--- config.mk ---
export PLATFORM = sky130hd
export DESIGN_NAME = button_array
export DESIGN_NICKNAME = d
export VERILOG_FILES = /design/src/rtl/button_pkg.sv /design/src/rtl/button_channel.sv /design/src/rtl/button_array.sv
export SDC_FILE = /design/constraint.sdc
export NUM_CORES = 1
export LEC_CHECK = 0
export CAP_MARGIN = 20
export CORE_MARGIN = 2
export CORE_UTILIZATION = 55
export DETAILED_ROUTE_END_ITERATION = 8
export GPL_TIMING_DRIVEN = 1
export PLACE_DENSITY = 0.74
export SLEW_MARGIN = 20
export SYNTH_ARGS = -nofsm -noshare
export SYNTH_HDL_FRONTEND = slang
export SYNTH_SLANG_ARGS = --single-unit
export TNS_END_PERCENT = 20
--- constraint.sdc ---
create_clock -name Fg_clk -period 5.7 [get_ports Fg_clk]
set_clock_uncertainty 0.05 [all_clocks]
set_input_delay 0.855 -clock Fg_clk [delete_from_list [all_inputs] [get_ports Fg_clk]]
set_output_delay 0.855 -clock Fg_clk [all_outputs]
set_load 0.02 [all_outputs]
--- src/rtl/button_pkg.sv ---
// Shared state encoding, sim-scale timing constants and helpers for the button_array block.
package button_pkg;

  typedef logic [2:0] state_t;

  localparam state_t ST_IDLE     = 3'd0;
  localparam state_t ST_LOCK     = 3'd1;
  localparam state_t ST_HELD     = 3'd2;
  localparam state_t ST_LONG     = 3'd3;
  localparam state_t ST_REL_LOCK = 3'd4;

  // Scaled-down timing used by simulation benches.
  localparam int SIM_LOCK_CYCLES   = 16;
  localparam int SIM_LONG_CYCLES   = 64;
  localparam int SIM_REPEAT_CYCLES = 8;

  function automatic int max_int(input int a, input int b);
    return (a > b) ? a : b;
  endfunction

endpackage

--- src/rtl/button_channel.sv ---
// One button channel: 3-flop synchroniser, lockout/long-press FSM and its counter.
// Auto-repeat in the LONG state is built only when BUTTON_AUTO_REPEAT_EN is defined.
module button_channel
  import button_pkg::*;
#(
  parameter bit ACTIVE_LOW    = 1'b1,
  parameter int LOCK_CYCLES   = 24000000,
  parameter int LONG_CYCLES   = 48000000,
  parameter int REPEAT_CYCLES = 6000000
) (
  input  logic   clk,
  input  logic   rst,
  input  logic   raw,
  output logic   press_pulse,
  output logic   long_pulse,
  output logic   repeat_pulse,
  output logic   release_pulse,
  output logic   held,
  output state_t state
);

  localparam int CNT_W = $clog2(max_int(LONG_CYCLES, REPEAT_CYCLES) + 1);
  localparam logic [CNT_W-1:0] LOCK_LAST = CNT_W'(LOCK_CYCLES - 1);
  localparam logic [CNT_W-1:0] LONG_LAST = CNT_W'(LONG_CYCLES - 1);
`ifdef BUTTON_AUTO_REPEAT_EN
  localparam logic [CNT_W-1:0] REP_LAST  = CNT_W'(REPEAT_CYCLES - 1);
`endif

  logic             s1_q, s1_d, s2_q, s2_d, s3_q, s3_d;
  state_t           state_q, state_d;
  logic [CNT_W-1:0] cnt_q, cnt_d;
  logic             press_q, press_d, long_q, long_d, rel_q, rel_d;
  logic             s2_act, s3_act, press_edge;
`ifdef BUTTON_AUTO_REPEAT_EN
  logic             rep_q, rep_d;
`endif

  always_comb begin
    s1_d       = raw;
    s2_d       = s1_q;
    s3_d       = s2_q;
    s2_act     = ACTIVE_LOW ? ~s2_q : s2_q;
    s3_act     = ACTIVE_LOW ? ~s3_q : s3_q;
    press_edge = s2_act && !s3_act;

    state_d = state_q;
    cnt_d   = cnt_q;
    press_d = 1'b0;
    long_d  = 1'b0;
    rel_d   = 1'b0;
`ifdef BUTTON_AUTO_REPEAT_EN
    rep_d   = 1'b0;
`endif

    case (state_q)
      ST_IDLE: begin
        if (press_edge) begin
          press_d = 1'b1;
          cnt_d   = '0;
          state_d = ST_LOCK;
        end
      end
      ST_LOCK: begin
        // Input is only looked at once the lockout window has elapsed.
        if (cnt_q == LOCK_LAST) begin
          if (s2_act) begin
            cnt_d   = cnt_q + CNT_W'(1);
            state_d = ST_HELD;
          end else begin
            rel_d   = 1'b1;
            cnt_d   = '0;
            state_d = ST_REL_LOCK;
          end
        end else begin
          cnt_d = cnt_q + CNT_W'(1);
        end
      end
      ST_HELD: begin
        if (!s2_act) begin
          rel_d   = 1'b1;
          cnt_d   = '0;
          state_d = ST_REL_LOCK;
        end else if (cnt_q == LONG_LAST) begin
          long_d  = 1'b1;
          cnt_d   = '0;
          state_d = ST_LONG;
        end else begin
          cnt_d = cnt_q + CNT_W'(1);
        end
      end
      ST_LONG: begin
        if (!s2_act) begin
          rel_d   = 1'b1;
          cnt_d   = '0;
          state_d = ST_REL_LOCK;
        end else begin
`ifdef BUTTON_AUTO_REPEAT_EN
          if (cnt_q == REP_LAST) begin
            rep_d = 1'b1;
            cnt_d = '0;
          end else begin
            cnt_d = cnt_q + CNT_W'(1);
          end
`else
          cnt_d = '0;
`endif
        end
      end
      ST_REL_LOCK: begin
        if (cnt_q == LOCK_LAST) begin
          cnt_d   = '0;
          state_d = ST_IDLE;
        end else begin
          cnt_d = cnt_q + CNT_W'(1);
        end
      end
      default: begin
        cnt_d   = '0;
        state_d = ST_IDLE;
      end
    endcase
  end

  always_ff @(posedge clk) begin
    if (rst) begin
      s1_q    <= 1'b0;
      s2_q    <= 1'b0;
      s3_q    <= 1'b0;
      state_q <= ST_IDLE;
      cnt_q   <= '0;
      press_q <= 1'b0;
      long_q  <= 1'b0;
      rel_q   <= 1'b0;
`ifdef BUTTON_AUTO_REPEAT_EN
      rep_q   <= 1'b0;
`endif
    end else begin
      s1_q    <= s1_d;
      s2_q    <= s2_d;
      s3_q    <= s3_d;
      state_q <= state_d;
      cnt_q   <= cnt_d;
      press_q <= press_d;
      long_q  <= long_d;
      rel_q   <= rel_d;
`ifdef BUTTON_AUTO_REPEAT_EN
      rep_q   <= rep_d;
`endif
    end
  end

  assign press_pulse   = press_q;
  assign long_pulse    = long_q;
  assign release_pulse = rel_q;
  // Held drops in the same cycle the release pulse fires, i.e. on REL_LOCK entry.
  assign held          = (state_q == ST_LOCK) || (state_q == ST_HELD) || (state_q == ST_LONG);
  assign state         = state_q;
`ifdef BUTTON_AUTO_REPEAT_EN
  assign repeat_pulse  = rep_q;
`else
  assign repeat_pulse  = 1'b0;
`endif

endmodule

--- src/rtl/button_array.sv ---
// N_CH independent debounced buttons with press/long/repeat/release pulses and a held level.
// Auto-repeat is enabled by defining BUTTON_AUTO_REPEAT_EN.
module button_array
  import button_pkg::*;
#(
  parameter int N_CH          = 4,
  parameter bit ACTIVE_LOW    = 1'b1,
  parameter int LOCK_CYCLES   = 24000000,
  parameter int LONG_CYCLES   = 48000000,
  parameter int REPEAT_CYCLES = 6000000
) (
  input  logic              Fg_clk,
  input  logic              Reset,
  input  logic [N_CH-1:0]   Ext_button,
  output logic [N_CH-1:0]   Press_pulse,
  output logic [N_CH-1:0]   Long_pulse,
  output logic [N_CH-1:0]   Repeat_pulse,
  output logic [N_CH-1:0]   Release_pulse,
  output logic [N_CH-1:0]   Held,
  output logic [3*N_CH-1:0] Dbg_state
);

  for (genvar i = 0; i < N_CH; i++) begin : g_ch
    state_t ch_state;

    button_channel #(
      .ACTIVE_LOW   (ACTIVE_LOW),
      .LOCK_CYCLES  (LOCK_CYCLES),
      .LONG_CYCLES  (LONG_CYCLES),
      .REPEAT_CYCLES(REPEAT_CYCLES)
    ) u_ch (
      .clk          (Fg_clk),
      .rst          (Reset),
      .raw          (Ext_button[i]),
      .press_pulse  (Press_pulse[i]),
      .long_pulse   (Long_pulse[i]),
      .repeat_pulse (Repeat_pulse[i]),
      .release_pulse(Release_pulse[i]),
      .held         (Held[i]),
      .state        (ch_state)
    );

    assign Dbg_state[3*i +: 3] = ch_state;
  end

endmodule

==> run metrics, run 1 <==
status=finished clean; Hold Crit Class=reg2reg; total gr overflow=0; crit share post-route=0.511; CTS Root Buffer Type=clkbuf_16; worst hold slack=398 ps; row count=41; Remaining DRCs=0; PD cells=282 nW/um^2; VDD IR-drop max=0.221 mV; Mapped Area=7090 um^2; vias in the first global route=5,809; via count=6,286; Initial DRC Count=574; Final ANT Viol Nets=0; share of cells above drive strength 1=0.0602; drt wl/cell=15.3 um; final slew viol count=0; Setup WS pre-CTS=2400 ps; die width=118 um; # Max-Cap Violations=0; synthesized area per cell=8.18 um^2; hold-fix buffers at CTS=0; Most used DFF post-synth=dfxtp_1; first-pass GRT wire length=27.1 mm; final setup TNS=0 ps; # Post-CTS Setup Buffers=0; port buffer count=33; Synth top cells by count=dfxtp_1 (140), nor2_1 (117), nand2_1 (87), nand3_1 (46), nor3_1 (36); Initial DRT Pass Iterations=5; YS warnings=0; initial antenna violation count=0; H-Tree Depth=4; placed cells=1,022; DIE HEIGHT=118 um; largest net degree at the start of global routing=57; Non-Filler Instances=1,052; Yosys top cell by area=dfxtp_1; top cell type's share of synthesized area=0.395; vias per std cell=5.98; initial cell density of the core=0.562; final worst slack=2790 ps; synthesis-stage register bit count=140; Post-synth EDFFs=0; Design Power=2.26 mW; register area share after synthesis=0.395; Mapped Cells=867; unrepaired setup endpoints after global routing=false; Clock transition at path regs=50 ps; WS Path Type=in2reg; min cycle time layout=2910 ps; Final setup viols=0; Worst-Skew Late Latency=430 ps; ant diodes=0; Critical Path Source Type=primary input; Req. time, crit path=5960 ps; clock tree sinks=140; I/O pins=38; Fmax=0.343 GHz; CTS Buf Count=17; worst-case clock buffer depth=2; gp weighted congestion=0.851; share of flip-flops with an asynchronous set or reset=0; Layout area overhead=12.8%; Synth area leaders=dfxtp_1 (40%), nor2_1 (6.2%), nand2_1 (4.6%); fin nets=879; final hold violations=0; hpwl dp=10.9 mm; P_leak=2.66 nW; CTS tree=built; Worst Max-Slew Pin Slew=1050 ps; Total GRT Usage=0.235; top-count cell post-synth=dfxtp_1; die area=13,800 um^2; post_cts resized=0; critical path peak fanout=56; crit end category=flop; CORE AREA=12,600 um^2; Final Routed Wirelength=16.1 mm; CP arrival=3180 ps; Slew HR=0.297; Yosys cell types=68
==> area by class of cell <==
cell class | count | area [um^2]
clock buffers | 23 | 498
multi-input cells | 650 | 3910
flip-flops and latches | 140 | 2800
repair buffers | 38 | 363
inverters | 22 | 82.6
fillers | 1061 | 4620
well taps | 172 | 215
clock inverters | 7 | 135
==> power by group <==
part | internal, mW | switching, mW | leakage [nW] | total (mW)
sequential | 0.986 | 0.00741 | 1.13 | 0.993
clock | 0.783 | 0.400 | 0.315 | 1.18
combinational | 0.0247 | 0.0563 | 1.22 | 0.0811
==> cell families (layout without fill, tap and decap cells) <==
family / count (synthesis) / in the layout / synth area share
and+or+nand+nor: 459 / 459 / 0.344
DFF: 140 / 140 / 0.395
AOI/OAI and AO/OA: 112 / 112 / 0.108
buffers and inverters: 80 / 90 / 0.0557
xor gates and xnor gates: 60 / 60 / 0.0741
muxes: 11 / 11 / 0.0155
adders and majority gates: 4 / 4 / 0.00705
other: 1 / 4 / 0.000529
==> flip-flops by register name, summed over array words and instances (netlist names) <==
signal	count
g_ch.u_ch.press_pulse	4
g_ch.u_ch.release_pulse	4
g_ch.u_ch.long_pulse	4
g_ch.u_ch.s1_q	4
g_ch.u_ch.s3_q	4
g_ch.u_ch.state	12
g_ch.u_ch.s2_q	4
g_ch.u_ch.cnt_q	104
==> worst max-delay path, stage by stage <==
cell and delay (ps):
buf_2 80, buf_4 480, inv_1 650, o21ai_1 680, buf_4 330, nor2_1 70
==> metrics by stage <==
stage          area, um^2   util
3_5_place_dp         7370  0.584
6_report             8000  0.634
3_3_place_gp         7370  0.584
5_1_grt              8000  0.634
2_1_floorplan        7110      -
4_1_cts              8000  0.634
==> metal layers <==
layer | vias to the layer above | global-route usage | part of all wire
met2 | 177 | 0.391 | 0.49
met5 | - | 0 | 0
met1 | 2984 | 0.294 | 0.45
met3 | 21 | 0.0557 | 0.045
met4 | 0 | 0.0956 | 0.016
li1 | 3104 | - | -
==> cells in the final DEF (no fill, tap or decap), types with 8 or more instances in the layout <==
master and count:
dfxtp_1 140, nor2_1 117, nand2_1 87, nand3_1 46, nor3_1 36, clkdlybuf4s50_1 32
xnor2_1 31, nand4_1 30, xor2_1 29, nor4_1 26, inv_1 22, a21oi_1 20
and3_1 19, a31oi_1 19, o21ai_0 17, nor2b_1 17, clkbuf_16 17, and4_1 11
o211ai_1 11, mux2i_1 11, nor4b_1 8
==> final timing paths <==
path | slack [ps] | to | depth (start not counted) | start
worst max-delay path | 2790 | g_ch[3].u_ch.cnt_q[12]$_SDFFE_PP0P_ | 6 | Reset
worst min-delay path | 400 | g_ch[1].u_ch.s2_q$_SDFF_PP0_ | 1 | g_ch[1].u_ch.s1_q$_SDFF_PP0_
worst max register to register | 2960 | g_ch[0].u_ch.cnt_q[19]$_SDFFE_PP0P_ | 8 | g_ch[0].u_ch.cnt_q[0]$_SDFFE_PP0P_
worst min register to register | 400 | g_ch[1].u_ch.s2_q$_SDFF_PP0_ | 1 | g_ch[1].u_ch.s1_q$_SDFF_PP0_
Note: power is estimated with default switching activity, not from simulation.
==> inputs of run 2 (changes only) <==
--- a/config.mk
+++ b/config.mk
@@ -7,10 +7,10 @@
 export LEC_CHECK = 0
 export CAP_MARGIN = 20
 export CORE_MARGIN = 2
-export CORE_UTILIZATION = 55
+export CORE_UTILIZATION = 54
 export DETAILED_ROUTE_END_ITERATION = 8
 export GPL_TIMING_DRIVEN = 1
-export PLACE_DENSITY = 0.74
+export PLACE_DENSITY = 0.76
 export SLEW_MARGIN = 20
 export SYNTH_ARGS = -nofsm -noshare
 export SYNTH_HDL_FRONTEND = slang
==> constraint.sdc (replaced) <==
create_clock -name Fg_clk -period 2.5 [get_ports Fg_clk]
set_clock_uncertainty 0.05 [all_clocks]
set_input_delay 0.375 -clock Fg_clk [delete_from_list [all_inputs] [get_ports Fg_clk]]
set_output_delay 0.375 -clock Fg_clk [all_outputs]
set_load 0.02 [all_outputs]
==> run 2 against run 1 <==
Setup slack worse by 2700 ps; final area rose by 4.3%; critical path type is now reg2reg; critical endpoint is now g_ch[2].u_ch.state[0]$_SDFFE_PP0P_; non-clock buffer count is 29 higher; routed wire length up 3.0%.
==> run metrics, run 2 (synthesized netlist as in run 1, its figures left out) <==
CTS tree=built; drt wl/cell=15.4 um (+0.19%); CTS Buf Count=17 (unchanged); met1 usage=0.293 (-0.00166); H-Tree Depth=4 (unchanged); crit path cell chain=nor4bb_1 -> nand4_1 -> o21ai_0 -> a21oi_1 -> or4b_2 -> a21oi_1; WS Path Type=reg2reg; Final Util=0.656 (+0.0221); Slowest Stage Delay on Critical Path=630 ps (-50 ps); initial cell density of the core=0.558 (-0.00453); P_leak=2.86 nW (+7.5%); largest net degree at the start of global routing=40 (-30%); Remaining DRCs=0 (unchanged); M3 GR Usage=0.0502 (-0.00552); initial antenna violation count=0 (unchanged); port buffer count=33 (unchanged); final hold violations=0 (unchanged); Hold Crit Class=in2reg; fin nets=908 (+3.3%); crit share post-route=0.959; die width=119 um (+0.89%); row count=41 (unchanged); Initial DRC Count=720 (+25%); clock tree sinks=140 (unchanged); Design Power=5.39 mW (+140%); CTS Root Buffer Type=clkbuf_16; worst r2r src=g_ch[2].u_ch.cnt_q[12]$_SDFFE_PP0P_; min cycle time layout=2400 ps; status=finished clean; Worst-Skew Late Latency=430 ps (about the same); vias in the first global route=6,195 (+6.6%); met2 Use GR=0.415 (+0.0245); Fmax=0.417 GHz; VDD IR-drop max=0.583 mV (+160%); most common cell after layout, fill and taps aside=dfxtp_1; Top reg by flops=g_ch.u_ch.cnt_q; total gr overflow=0 (unchanged); R2R Path End=g_ch[2].u_ch.state[0]$_SDFFE_PP0P_; I/O pins=38 (unchanged); Final Routed Wirelength=16.6 mm (+3.0%); Final ANT Viol Nets=0 (unchanged); Crit path top cell by count=a21oi_1; Clock transition at path regs=60 ps (about the same); worst hold slack=328 ps (-69.3 ps); via count=6,525 (+3.8%); # Max-Cap Violations=0 (unchanged); ant diodes=0 (unchanged); Layout area overhead=17.7%; final slew viol count=0 (unchanged); Slew HR=0.633 (+0.337); Initial DRT Pass Iterations=5 (unchanged); most frequent cells in the layout=dfxtp_1 (139), nor2_1 (117), nand2_1 (86); Reg2Reg Depth=6 (-2); DIE HEIGHT=119 um (+0.89%); Worst Max-Slew Pin Slew=550 ps (-504 ps); crit end category=flop; flop2flop setup slack=100 ps (-2860 ps); Req. time, crit path=2800 ps (-3160 ps); first-pass GRT wire length=28.2 mm (+3.8%); unrepaired setup endpoints after global routing=true; final setup TNS=0 ps (unchanged); hpwl dp=11.5 mm (+5.6%); layer with the highest usage=met2; Final setup viols=0 (unchanged); vias per std cell=6.03 (+0.92%); CP arrival=2700 ps (-480 ps); gp weighted congestion=0.897 (+5.5%); die area=14,100 um^2 (+1.8%); CORE AREA=12,700 um^2 (+0.81%); Slowest cell on crit path=or4b_2; Worst Hold Path Cells=2 (+1); max FFs per register=104 (unchanged); critical path peak fanout=6 (-89%); hold_sp=Reset; worst-case clock buffer depth=2 (unchanged); Worst Hold End=g_ch[2].u_ch.s1_q$_SDFF_PP0_; PD cells=645 nW/um^2 (+130%); Total GRT Usage=0.242 (+0.00664); share of cells above drive strength 1=0.100 (+0.0398); Critical Path Source Type=flop
-- run 2: power breakdown --
group	internal (mW)	switching (mW)	leakage (nW)
Sequential	2.25	0.0162	1.13
Clock	1.97	0.945	0.332
Combinational	0.0741	0.136	1.40
Total	4.29	1.10	2.86
-- run 2: layout make-up --
| class | count | area (um^2) |
|---|---|---|
| Clock buffer | 21 | 480 |
| Clock inverter | 10 | 209 |
| Fill cell | 1070 | 4370 |
| Inverter | 22 | 82.6 |
| Multi-Input combinational cell | 650 | 3950 |
| Sequential cell | 140 | 2800 |
| Tap cell | 172 | 215 |
| Timing Repair Buffer | 67 | 609 |
-- run 2: layer usage --
metal	up-vias	wire, um	part of all wire
met1	3119	7330	0.44
met2	202	8200	0.49
met3	34	768	0.046
met4	0	327	0.020
li1	3170	-	-
met5	-	0	0
-- run 2: stage by stage --
step           cell area (um^2)  instances  setup WS [ps]
6_report                   8350       1082            101
5_1_grt                    8350       1082          -25.9
4_1_cts                    8300       1082           11.3
3_5_place_dp               7610       1051           53.8
3_3_place_gp               7610       1051            129
2_1_floorplan              7110        870            179
-- run 2: worst max path at each step --
stage | slack [ps] | from | endpoint
4_1_cts | 10 | g_ch[1].u_ch.cnt_q[1]$_SDFFE_PP0P_ | g_ch[1].u_ch.cnt_q[14]$_SDFFE_PP0P_
2_1_floorplan | 180 | g_ch[1].u_ch.cnt_q[0]$_SDFFE_PP0P_ | g_ch[1].u_ch.cnt_q[18]$_SDFFE_PP0P_
3_3_place_gp | 130 | g_ch[1].u_ch.cnt_q[1]$_SDFFE_PP0P_ | g_ch[1].u_ch.cnt_q[2]$_SDFFE_PP0P_
6_report | 100 | g_ch[2].u_ch.cnt_q[12]$_SDFFE_PP0P_ | g_ch[2].u_ch.state[0]$_SDFFE_PP0P_
3_5_place_dp | 50 | g_ch[1].u_ch.cnt_q[1]$_SDFFE_PP0P_ | g_ch[1].u_ch.cnt_q[14]$_SDFFE_PP0P_
5_1_grt | -30 | g_ch[1].u_ch.cnt_q[1]$_SDFFE_PP0P_ | g_ch[1].u_ch.state[2]$_SDFFE_PP0P_
-- run 2: critical path, delay by kind of cell (launching register included) --
kind / cells / cell delay [ps]
flip-flops: 1 / 440
AND/OR/NAND/NOR: 3 / 1230
AO/OA/AOI/OAI: 3 / 600
-- run 2: timing repair --
item,CTS,global route
hold buffers,0,0
setup buffers,0,0
resized for setup,0,11
endpoints found under the setup margin,0,42
